File: src/rtl/jtag_pkg.sv
// Shared JTAG definitions: management DR command/status layout, op codes and
// the instruction code the TAP decoder uses to select the management DR.
package jtag_pkg;

    typedef enum logic [1:0] {
        OP_NOP     = 2'b00,
        OP_READ    = 2'b01,
        OP_WRITE   = 2'b10,
        OP_NOP_ALT = 2'b11
    } op_e;

    typedef enum logic [1:0] {
        IDLE,
        ISSUE,
        READ_WAIT
    } bridge_state_e;

    // Field offsets within the management DR (default 20-bit address, 32-bit data)
    localparam int unsigned OP_LSB    = 0;
    localparam int unsigned BS_LSB    = 2;
    localparam int unsigned ADDR_LSB  = 6;
    localparam int unsigned WDATA_LSB = 26;
    localparam int unsigned SR_WIDTH  = 58;

    localparam int unsigned ST_BUSY      = 0;
    localparam int unsigned ST_OVERFLOW  = 1;
    localparam int unsigned ST_TIMEOUT   = 2;
    localparam int unsigned ST_LAST_READ = 3;

    localparam logic [4:0] MGMT_DR_INSTR = 5'b01000;

    function automatic logic isBusOp(input logic [1:0] op);
        return (op == OP_READ) || (op == OP_WRITE);
    endfunction

endpackage

File: src/rtl/jtag_management_bridge_if.sv
// Management bus between the JTAG bridge (master) and the register fabric (slave).
interface jtag_management_bridge_if #(
    parameter int unsigned ADDR_WIDTH = 20,
    parameter int unsigned DATA_WIDTH = 32
);
    logic                  writeEnable;
    logic                  readEnable;
    logic [3:0]            byteSelect;
    logic [ADDR_WIDTH-1:0] address;
    logic [DATA_WIDTH-1:0] writeData;
    logic [DATA_WIDTH-1:0] readData;
    logic                  busy;

    modport master (
        output writeEnable, readEnable, byteSelect, address, writeData,
        input  readData, busy
    );

    modport slave (
        input  writeEnable, readEnable, byteSelect, address, writeData,
        output readData, busy
    );
endinterface

File: src/rtl/jtag_shift_register.sv
// Generic TAP data register: parallel load on capture, LSB-first serial shift.
module jtag_shift_register #(
    parameter int unsigned WIDTH = 8
) (
    input  logic             clk,
    input  logic             rst,
    input  logic             load,
    input  logic             shift,
    input  logic             serIn,
    input  logic [WIDTH-1:0] parIn,
    output logic [WIDTH-1:0] parOut,
    output logic             serOut
);
    logic [WIDTH-1:0] q;

    always_ff @(posedge clk) begin
        if (rst) begin
            q <= '0;
        end else if (load) begin
            q <= parIn;
        end else if (shift) begin
            q <= {serIn, q[WIDTH-1:1]};
        end
    end

    assign parOut = q;
    assign serOut = q[0];
endmodule

File: src/rtl/jtag_management_bridge.sv
// Management DR bridge: a scanned-in command runs one management-bus transaction
// in the clk domain; the result and sticky status come back on the next capture.
module jtag_management_bridge
    import jtag_pkg::*;
#(
    parameter int unsigned ADDR_WIDTH     = 20,
    parameter int unsigned DATA_WIDTH     = 32,
    parameter int unsigned TIMEOUT_CYCLES = 255
) (
    input  logic clk,
    input  logic rst,
    input  logic tap_select,
    input  logic tap_capture,
    input  logic tap_shift,
    input  logic tap_update,
    input  logic tap_reset,
    input  logic tap_tdi,
    output logic tap_tdo,
    output logic busy,
    jtag_management_bridge_if.master management
);
    localparam int unsigned WD_LSB = ADDR_LSB + ADDR_WIDTH;
    localparam int unsigned SRW    = WD_LSB + DATA_WIDTH;
    localparam int unsigned CW     = $clog2(TIMEOUT_CYCLES + 1);
    localparam logic [CW-1:0] CNT_LAST = CW'(TIMEOUT_CYCLES - 1);

    logic [SRW-1:0]        srQ;
    logic [SRW-1:0]        srCapture;
    logic [1:0]            srOp;
    logic                  doCapture;
    logic                  doShift;
    logic                  cmdValid;

    bridge_state_e         state;
    bridge_state_e         nextState;
    logic                  latchCmd;
    logic                  accept;
    logic                  abort;

    logic                  isRead;
    logic [ADDR_WIDTH-1:0] addrQ;
    logic [3:0]            bsQ;
    logic [DATA_WIDTH-1:0] wdQ;
    logic [DATA_WIDTH-1:0] rdQ;
    logic [CW-1:0]         stallCnt;
    logic                  overflow;
    logic                  timeoutFlag;
    logic                  lastWasRead;

    assign doCapture = tap_select & tap_capture;
    assign doShift   = tap_select & tap_shift & ~tap_capture;
    assign srOp      = srQ[OP_LSB +: 2];
    assign cmdValid  = tap_select & tap_update & isBusOp(srOp);

    always_comb begin
        srCapture                        = '0;
        srCapture[ST_BUSY]               = busy;
        srCapture[ST_OVERFLOW]           = overflow;
        srCapture[ST_TIMEOUT]            = timeoutFlag;
        srCapture[ST_LAST_READ]          = lastWasRead;
        srCapture[ADDR_LSB +: ADDR_WIDTH] = addrQ;
        srCapture[WD_LSB +: DATA_WIDTH]   = rdQ;
    end

    jtag_shift_register #(.WIDTH(SRW)) u_sr (
        .clk    (clk),
        .rst    (rst),
        .load   (doCapture),
        .shift  (doShift),
        .serIn  (tap_tdi),
        .parIn  (srCapture),
        .parOut (srQ),
        .serOut (tap_tdo)
    );

    always_ff @(posedge clk) begin
        if (rst) begin
            state <= IDLE;
        end else begin
            state <= nextState;
        end
    end

    always_comb begin
        nextState = state;
        latchCmd  = 1'b0;
        accept    = 1'b0;
        abort     = 1'b0;
        case (state)
            IDLE: begin
                if (cmdValid) begin
                    latchCmd  = 1'b1;
                    nextState = ISSUE;
                end
            end
            ISSUE: begin
                if (!management.busy) begin
                    accept    = 1'b1;
                    nextState = isRead ? READ_WAIT : IDLE;
                end else if (stallCnt == CNT_LAST) begin
                    abort     = 1'b1;
                    nextState = IDLE;
                end
            end
            READ_WAIT: nextState = IDLE;
            default:   nextState = IDLE;
        endcase
    end

    always_ff @(posedge clk) begin
        if (rst) begin
            isRead      <= 1'b0;
            addrQ       <= '0;
            bsQ         <= '1;
            wdQ         <= '0;
            rdQ         <= '0;
            stallCnt    <= '0;
            lastWasRead <= 1'b0;
            overflow    <= 1'b0;
            timeoutFlag <= 1'b0;
        end else begin
            if (latchCmd) begin
                isRead   <= (srOp == OP_READ);
                bsQ      <= srQ[BS_LSB +: 4];
                addrQ    <= srQ[ADDR_LSB +: ADDR_WIDTH];
                wdQ      <= srQ[WD_LSB +: DATA_WIDTH];
                stallCnt <= '0;
            end else if (state == ISSUE && management.busy) begin
                stallCnt <= stallCnt + CW'(1);
            end
            if (state == READ_WAIT) begin
                rdQ         <= management.readData;
                lastWasRead <= 1'b1;
            end else if (accept && !isRead) begin
                lastWasRead <= 1'b0;
            end
            // Clear-on-capture and tap_reset lose to a set in the same cycle
            overflow    <= (overflow & ~(doCapture | tap_reset)) | (cmdValid & (state != IDLE));
            timeoutFlag <= (timeoutFlag & ~(doCapture | tap_reset)) | abort;
        end
    end

    assign busy                   = (state != IDLE);
    assign management.writeEnable = (state == ISSUE) & ~isRead;
    assign management.readEnable  = (state == ISSUE) & isRead;
    assign management.byteSelect  = bsQ;
    assign management.address     = addrQ;
    assign management.writeData   = wdQ;
endmodule

File: src/flat_wrapper.sv
// flat-port wrapper written by rule: the top's interface ports become plain ports
module jtag_management_bridge_flat import jtag_pkg::*;
#(
    parameter int unsigned ADDR_WIDTH     = 20,
    parameter int unsigned DATA_WIDTH     = 32,
    parameter int unsigned TIMEOUT_CYCLES = 255
)
  (clk, rst, tap_select, tap_capture, tap_shift, tap_update, tap_reset, tap_tdi, tap_tdo, busy, management_writeEnable, management_readEnable, management_byteSelect, management_address, management_writeData, management_readData, management_busy);
  jtag_management_bridge_if #(.ADDR_WIDTH(ADDR_WIDTH), .DATA_WIDTH(DATA_WIDTH)) management_i ();
  input  logic clk;
  input  logic rst;
  input  logic tap_select;
  input  logic tap_capture;
  input  logic tap_shift;
  input  logic tap_update;
  input  logic tap_reset;
  input  logic tap_tdi;
  output logic tap_tdo;
  output logic busy;
  output wire logic [$bits(management_i.writeEnable)-1:0] management_writeEnable;
  output wire logic [$bits(management_i.readEnable)-1:0] management_readEnable;
  output wire logic [$bits(management_i.byteSelect)-1:0] management_byteSelect;
  output wire logic [$bits(management_i.address)-1:0] management_address;
  output wire logic [$bits(management_i.writeData)-1:0] management_writeData;
  input wire logic [$bits(management_i.readData)-1:0] management_readData;
  input wire logic [$bits(management_i.busy)-1:0] management_busy;
  assign management_writeEnable = management_i.writeEnable;
  assign management_readEnable = management_i.readEnable;
  assign management_byteSelect = management_i.byteSelect;
  assign management_address = management_i.address;
  assign management_writeData = management_i.writeData;
  assign management_i.readData = management_readData;
  assign management_i.busy = management_busy;
  jtag_management_bridge #(.ADDR_WIDTH(ADDR_WIDTH), .DATA_WIDTH(DATA_WIDTH), .TIMEOUT_CYCLES(TIMEOUT_CYCLES)) u_core (.clk(clk), .rst(rst), .tap_select(tap_select), .tap_capture(tap_capture), .tap_shift(tap_shift), .tap_update(tap_update), .tap_reset(tap_reset), .tap_tdi(tap_tdi), .tap_tdo(tap_tdo), .busy(busy), .management(management_i));
endmodule
File: config.mk
export PLATFORM = sky130hd
export DESIGN_NAME = jtag_management_bridge_flat
export DESIGN_NICKNAME = d
export VERILOG_FILES = /design/src/rtl/jtag_pkg.sv /design/src/rtl/jtag_management_bridge_if.sv /design/src/rtl/jtag_shift_register.sv /design/src/rtl/jtag_management_bridge.sv /design/src/flat_wrapper.sv
export SDC_FILE = /design/constraint.sdc
export NUM_CORES = 1
export LEC_CHECK = 0
export ABC_AREA = 1
export ABC_CLOCK_PERIOD_IN_PS = 1810
export CORE_MARGIN = 5
export CORE_UTILIZATION = 50
export CTS_BUF_LIST = sky130_fd_sc_hd__clkbuf_2
export DETAILED_ROUTE_END_ITERATION = 12
export PLACE_DENSITY = 0.82
export SLEW_MARGIN = 20
export SYNTH_ARGS = -nofsm -noshare
export SYNTH_HDL_FRONTEND = slang
export SYNTH_SLANG_ARGS = --single-unit
File: constraint.sdc
create_clock -name clk -period 1.81 [get_ports clk]
set_clock_uncertainty 0.05 [all_clocks]
set_input_delay 0.4525 -clock clk [delete_from_list [all_inputs] [get_ports clk]]
set_output_delay 0.4525 -clock clk [all_outputs]
set_load 0.1 [all_outputs]
==> metrics.cfg, run 1 <==
[place]
placedCellCount = 1165
gp_congestion = 0.804
dp_hpwl_mm = 10.3
dpl_cell_area_sq_um = 8280
portBuffers = 100

[global_route]
first_global_vias = 5491
antenna_found_initial = 0
grt_use_total = 0.203
overflow = 0
grt_max_degree = 42
grt_pass1_wl_mm = 24.8

[yosys]
syn_nets = 957
synth_cell_types = 26
syn_area_sq_um = 6380
ys_warn_count = 0
synth.ff_latch_count = 160
avgSynthCellArea_sq_um = 6.99
synth_seq_area_share = 0.502
synthCells = 913

[cells_and_area]
drive_gt1_frac = 0.210
nNetsFinal = 1080
multiInputGateArea_sq_um = 2660
seqCellArea_sq_um = 3330
syn_to_final_growth_pct = 38.9
instances_no_fill = 1218
layout_commonest_cell = nand2_1
nFillCells = 993
layout_common_cells = 254 x nand2_1, 185 x nor2_1, 99 x dfxtp_1, 86 x o21ai_0, 73 x inv_1
stdcell_area_sq_um = 8860

[clock_tree]
cts_tree = yes
root_buffer = clkbuf_2
cts.path.max_buffers = 2
clk_latency_ns = 0.69
clkSlewWorstSetupHoldPaths_ns = 0.19
htreeDepth = 4
clkSinkCount = 160
cts_buffers = 17
hold_buffers = 0

[route]
vias = 5915
via_per_inst = 4.86
dr.pass1.iters = 5
ant_nets = 0
wl_mm = 15.1
drc = 0
post_drt_wl_per_cell_um = 12.4
first_iter_violations = 455

[sta]
slew_headroom = 0.703
setup_violations = 3
finalHoldViolCount = 0
timing.fmax_mhz = 496
slew_viol_final = 0
setup-tns-final_ns = -0.593
setup_slack_ns = -0.205
tightest_slew_ns = 0.445
fin_crit_ns = 2.01
finalCritPeriodShare = 1.11
rsz0062_at_grt = true
hold_ws_ns = 0.318

[critical_path]
crit_chain = inv_4, nand2_4, nor2_4, buf_12
path_buf_inv = 2
crit_fanout = 4
endpoint_kind = output pin
critPathLaunchType = flop
worst_ep_arrival_time_ns = 1.51
cp_data_required_time_ns = 1.31
max_stage_delay_ns = 0.38
slowest_stage = dfxtp_2
critPathTopFamily = flip-flops
worstSetupPathType = reg2out

[flow_run]
timing.max_cap.violations = 0

[outcome]
violations = negative setup slack
outcome = finished with violations

[floorplanning]
initial_utilization = 0.508
fp.dieW_um = 123
dieArea_sq_um = 15100
core_sq_um = 12600
fp.dieH_um = 123
io_pins = 101
rows = 41

[power_and_ir_drop]
power_density_nw_per_um2 = 658
p_leak_nw = 3.97
total_power_mw = 5.83
ir_drop_v = 0.000350

[min_path]
hp-class = in2reg

[metal layers]
| metal | track usage | routed length [um] |
|---|---|---|
| met1 | 0.231 | 6230 |
| met2 | 0.363 | 7710 |
| met3 | 0.0499 | 756 |
| met4 | 0.0865 | 442 |
| met5 | 0 | 0 |
[metrics by stage]
step	worst slack, ns	util
2_1_floorplan	-0.410	-
3_3_place_gp	-0.102	0.659
3_5_place_dp	-0.165	0.659
4_1_cts	-0.233	0.700
5_1_grt	-0.335	0.705
6_report	-0.205	0.705
[worst reg2reg max path, cell delays in order (launching register included)]
cell	delay [ns]
dfxtp_2	0.40
inv_4	0.05
buf_4	0.14
nand2_4	0.07
buf_4	0.10
buf_4	0.12
nor3_4	0.04
buf_4	0.15
nor2_1	0.23
inv_1	0.15
a21oi_1	0.14
[state kept, by name, summed over array words and instances (netlist names)]
| register | count |
|---|---|
| u_core.management.byteSelect | 4 |
| u_core.timeoutFlag | 1 |
| u_core.u_sr.parOut | 58 |
| u_core.management.address | 20 |
| u_core.state | 2 |
| u_core.overflow | 1 |
| u_core.lastWasRead | 1 |
| u_core.management.writeData | 32 |
| u_core.rdQ | 32 |
| u_core.isRead | 1 |
| u_core.stallCnt | 8 |
[what timing repair did]
action	4_1_cts	5_1_grt
setup endpoints to repair	59	78
resized for setup	80	9
buffers inserted	19	5
endpoints found under the hold margin	0	0
pin swaps	3	1
[Yosys cell counts]
cell	instances	share of area
nor3_4	1	0.0025
nand4_1	1	0.00098
nand3_2	1	0.0016
a21oi_1	9	0.0071
nor4_1	1	0.00098
clkbuf_2	1	0.00078
buf_4	11	0.013
buf_2	18	0.014
nor2_4	1	0.0018
dfxtp_1	160	0.50
inv_2	3	0.0018
nor3_1	1	0.00078
nor2_1	188	0.11
nor2_2	1	0.00098
or2_2	1	0.00098
buf_1	3	0.0018
clkbuf_1	18	0.011
clkinv_1	1	0.00059
nand2_2	2	0.0020
nand2_1	255	0.15
o21ai_0	87	0.068
o21ai_1	3	0.0024
buf_6	1	0.0018
ha_1	3	0.0059
nand3_1	69	0.054
inv_1	73	0.043
[final cells by class]
cell class / instances / share of cell area
diodes: 1 / 0.000282
flip-flops and latches: 160 / 0.376
multi-input cells: 624 / 0.300
clock inverters: 9 / 0.0162
well taps: 172 / 0.0243
repair buffers: 156 / 0.240
inverters: 77 / 0.0332
clock buffers: 19 / 0.0107
[report_power, final]
part	switching (mW)	leakage, nW	internal, mW
registers	0.00197	1.32	3.50
logic	0.171	2.50	0.146
clock network	1.14	0.153	0.876
[path summary, 6_finish.rpt]
kind                           start                     end  slack [ns]  cells past startpoint
max                  u_core.state[1]  management_writeEnable       -0.20                      4
min          management_readData[19]          u_core.rdQ[19]        0.32                      3
max reg2reg          u_core.state[1]      u_core.stallCnt[3]        0.13                     10
min reg2reg       u_core.stallCnt[5]      u_core.stallCnt[5]        0.45                      2
[cells by family after synthesis]
logic type,count (synthesis),share of synthesized area
and+or+nand+nor,522,0.327
DFF,160,0.502
AOI/OAI and AO/OA,99,0.0776
buffers and inverters,129,0.0873
adders and majority gates,3,0.00588
Note: power is estimated with default switching activity, not from simulation.
==> inputs of run 2 (changes only) <==
SKIP_CTS_REPAIR_TIMING = 1   (was not set)
==> metrics.cfg, run 2 (synthesized netlist as in run 1, its figures left out) <==
[outcome]
outcome = finished with violations
violations = negative setup slack

[clock_tree]
htreeDepth = 4
cts.path.max_buffers = 2
clkSlewWorstSetupHoldPaths_ns = 0.19
cts_tree = yes
cts_buffers = 17
clkSinkCount = 160
clk_latency_ns = 0.67
root_buffer = clkbuf_2

[global_route]
grtUsageMet1 = 0.223
grt_pass1_wl_mm = 23.6
use_met3 = 0.0467
overflow = 0
first_global_vias = 5203
grt_use_total = 0.193
grt-busiest-layer = met2
grt_max_degree = 42
met2_usage = 0.344
antenna_found_initial = 0

[sta]
fin_crit_ns = 2.00
rsz0062_at_grt = true
timing.fmax_mhz = 499
tightest_slew_ns = 0.416
finalHoldViolCount = 0
slew_headroom = 0.720
slew_viol_final = 0
setup_slack_ns = -0.195
finalCritPeriodShare = 1.11
setup_violations = 3

[floorplanning]
core_sq_um = 12600
fp.dieH_um = 123
dieArea_sq_um = 15100
rows = 41
initial_utilization = 0.508
io_pins = 101
fp.dieW_um = 123

[route]
ant_nets = 0
dr.pass1.iters = 5
vias = 5796
post_drt_wl_per_cell_um = 12.3
drc = 0
first_iter_violations = 485
via_per_inst = 4.82
wl_mm = 14.8

[cells_and_area]
layout_commonest_cell = nand2_1
stdcell_area_sq_um = 8760
drive_gt1_frac = 0.196
largest_reg_flops = 58
instances_no_fill = 1202
syn_to_final_growth_pct = 37.2
nNetsFinal = 1064
layout_common_cells = 254 x nand2_1, 185 x nor2_1, 100 x dfxtp_1, 87 x o21ai_0, 73 x inv_1
nFillCells = 1001

[place]
gp_congestion = 0.804
placedCellCount = 1165
dp_hpwl_mm = 10.3
portBuffers = 100
dpl_cell_area_sq_um = 8280

[power_and_ir_drop]
p_leak_nw = 3.89
power_density_nw_per_um2 = 664
ir_drop_v = 0.000353

[critical_path]
critPathLaunchType = flop
cp_data_required_time_ns = 1.31
crit_fanout = 4
endpoint_kind = output pin
worstSetupPathType = reg2out
worst_ep_arrival_time_ns = 1.50

[flow_run]
timing.max_cap.violations = 0

[min_path]
hp-class = in2reg

## run 2: metal layers
layer | part of all wire | wire (um)
met1 | 0.41 | 6150
met2 | 0.51 | 7560
met3 | 0.050 | 745
met4 | 0.025 | 365
met5 | 0 | 0
## run 2: report_power, final
part / leakage (nW) / switching [mW] / internal (mW) / total [mW]
sequential: 1.32 / 0.00190 / 3.49 / 3.49
combinational: 2.42 / 0.171 / 0.146 / 0.317
clock: 0.153 / 1.13 / 0.876 / 2.00
## run 2: per-stage QoR
step / hold WS, ns / setup WS (ns) / utilization / power [mW] / TNS, ns
after floorplan: 0.390 / -0.410 / - / 3.76 / -0.820
after global placement: 0.412 / -0.102 / 0.659 / 3.92 / -5.70
after detailed placement: 0.419 / -0.165 / 0.659 / 3.92 / -10.74
after CTS: 0.266 / -0.361 / 0.678 / 5.90 / -4.03
after global routing: 0.235 / -0.332 / 0.696 / 6.04 / -3.56
final: 0.334 / -0.195 / 0.697 / 5.81 / -0.482
## run 2: final timing paths
check	startpoint	slack, ns	cells past startpoint	end
setup reg to reg	u_core.u_sr.parOut[1]	0.13	7	u_core.management.address[13]
setup / recovery	u_core.state[1]	-0.19	4	management_readEnable
hold / removal	management_readData[19]	0.33	3	u_core.rdQ[19]
hold reg to reg	u_core.u_sr.parOut[5]	0.45	2	u_core.management.byteSelect[3]
## run 2: worst max-delay path, stage by stage (launching register included)
cell and delay [ns]:
dfxtp_2 0.38, inv_4 0.09, nand2_4 0.08, nor2_4 0.13, buf_12 0.18
## run 2: area by class of cell
| class | instances | area, sq um | area share |
|---|---|---|---|
| Antenna cell | 1 | 2.50 | 0.000286 |
| Multi-Input combinational cell | 624 | 2660 | 0.303 |
| Clock buffer | 19 | 95.1 | 0.0109 |
| Sequential cell | 160 | 3340 | 0.382 |
| Timing Repair Buffer | 140 | 2010 | 0.229 |
| Inverter | 77 | 294 | 0.0336 |
| Tap cell | 172 | 215 | 0.0246 |
| Clock inverter | 9 | 144 | 0.0164 |
==> inputs of run 3 (changes only) <==
--- a/config.mk
+++ b/config.mk
@@ -12,4 +12,5 @@
 export CTS_BUF_LIST = sky130_fd_sc_hd__clkbuf_2
 export DETAILED_ROUTE_END_ITERATION = 12
+export MAX_ROUTING_LAYER = met4
 export PLACE_DENSITY = 0.82
 export SKIP_CTS_REPAIR_TIMING = 1
==> constraint.sdc (replaced) <==
create_clock -name clk -period 1.81 [get_ports clk]
set_clock_uncertainty 0.05 [all_clocks]
set_input_delay 0.362 -clock clk [delete_from_list [all_inputs] [get_ports clk]]
set_output_delay 0.362 -clock clk [all_outputs]
set_load 0.1 [all_outputs]
==> metrics.cfg, run 3 (synthesized netlist as in run 1, its figures left out) <==
[outcome]
outcome = finished with violations
violations = negative setup slack

[global_route]
grt_max_degree = 50
grtUsageMet1 = 0.231
grt_use_total = 0.205
grt-busiest-layer = met2
antenna_found_initial = 0
first_global_vias = 5363
met2_usage = 0.355
grt_pass1_wl_mm = 24.4
use_met3 = 0.0489
overflow = 0

[cells_and_area]
stdcell_area_sq_um = 8660
nNetsFinal = 1052
instances_no_fill = 1193
syn_to_final_growth_pct = 35.8
layout_common_cells = 254 x nand2_1, 185 x nor2_1, 102 x dfxtp_1, 87 x o21ai_0, 73 x inv_1
largest_reg_flops = 58
drive_gt1_frac = 0.185
layout_commonest_cell = nand2_1

[floorplanning]
initial_utilization = 0.508
core_sq_um = 12600
fp.dieW_um = 123
fp.dieH_um = 123
rows = 41
dieArea_sq_um = 15100
io_pins = 101

[power_and_ir_drop]
ir_drop_v = 0.000356
pwr-share-clk = 0.368
p_int_mw = 4.69
pwr-share-comb = 0.051
switching_share = 0.224
switching_power_mw = 1.36
p_leak_nw = 3.83
power_density_nw_per_um2 = 697
pwr-share-seq = 0.581
total_power_mw = 6.04

[sta]
rsz0062_at_grt = true
slew_viol_final = 0
setup-tns-final_ns = -0.391
setup_slack_ns = -0.140
fin_crit_ns = 1.95
finalHoldViolCount = 0
finalCritPeriodShare = 1.08
setup_violations = 3
slew_headroom = 0.688
tightest_slew_ns = 0.468
timing.fmax_mhz = 513
hold_ws_ns = 0.188

[clock_tree]
clkSinkCount = 160
htreeDepth = 4
cts_tree = yes
clkSlewWorstSetupHoldPaths_ns = 0.21
cts_buffers = 17
root_buffer = clkbuf_2
clk_latency_ns = 0.71
cts.path.max_buffers = 2

[critical_path]
path_buf_inv = 2
cp-startpoint = u_core.state[1]
slowest_stage = dfxtp_2
crit_chain = inv_4, nand2_4, nor2_4, buf_12
crit_fanout = 5
critPathTopFamily = flip-flops
worstSetupPathType = reg2out
rr_startpoint = u_core.u_sr.parOut[1]
cp_data_required_time_ns = 1.40
endpoint_kind = output pin
critPathLaunchType = flop
worst_ep_arrival_time_ns = 1.54
max_stage_delay_ns = 0.38

[place]
dpl_cell_area_sq_um = 8220
gp_congestion = 0.845
dp_hpwl_mm = 10.0
placedCellCount = 1158
portBuffers = 100

[route]
via_per_inst = 4.84
first_iter_violations = 576
drc = 0
wl_mm = 14.6
ant_nets = 0
post_drt_wl_per_cell_um = 12.2
dr.pass1.iters = 7
vias = 5780

[min_path]
hp-start = management_readData[26]
hp-class = in2reg

[flow_run]
timing.max_cap.violations = 0

-- run 3: cell type report --
cell class,count,area [sq um]
Fill cell,1027,3900
Tap cell,172,215
Clock buffer,19,95.1
Multi-Input combinational cell,624,2650
Clock inverter,12,190
Timing Repair Buffer,128,1900
Antenna cell,1,2.50
Sequential cell,160,3310
Inverter,77,294
-- run 3: per-layer routing --
metal / vias to the layer above / wire length, um
li1: 3019 / -
met1: 2602 / 6210
met2: 134 / 7400
met3: 25 / 621
met4: 0 / 354
met5: - / 0
-- run 3: power groups by stage --
| stage | combinational, mW | clock [mW] | sequential, mW |
|---|---|---|---|
| after floorplan | 0.160 | 0 | 3.60 |
| after global placement | 0.306 | 0 | 3.60 |
| after detailed placement | 0.309 | 0 | 3.60 |
| after CTS | 0.310 | 2.27 | 3.53 |
| after global routing | 0.340 | 2.42 | 3.51 |
| final | 0.310 | 2.22 | 3.51 |
-- run 3: through the flow --
step / worst slack (ns) / utilization
after global routing: -0.237 / 0.689
after floorplan: -0.320 / -
final: -0.140 / 0.689
after global placement: -0.0218 / 0.654
after detailed placement: -0.126 / 0.654
after CTS: -0.267 / 0.677
-- run 3: worst paths after layout --
kind	to	slack, ns	cells after the start
worst max-delay path	management_writeEnable	-0.14	4
worst min-delay path	u_core.rdQ[26]	0.19	3
worst max register to register	u_core.management.writeData[30]	0.13	7
worst min register to register	u_core.stallCnt[5]	0.44	2
-- run 3: worst min-delay path, cell delays in order --
cell,delay [ns]
clkdlybuf4s50_1,0.39
o21ai_0,0.15
nor2_1,0.04
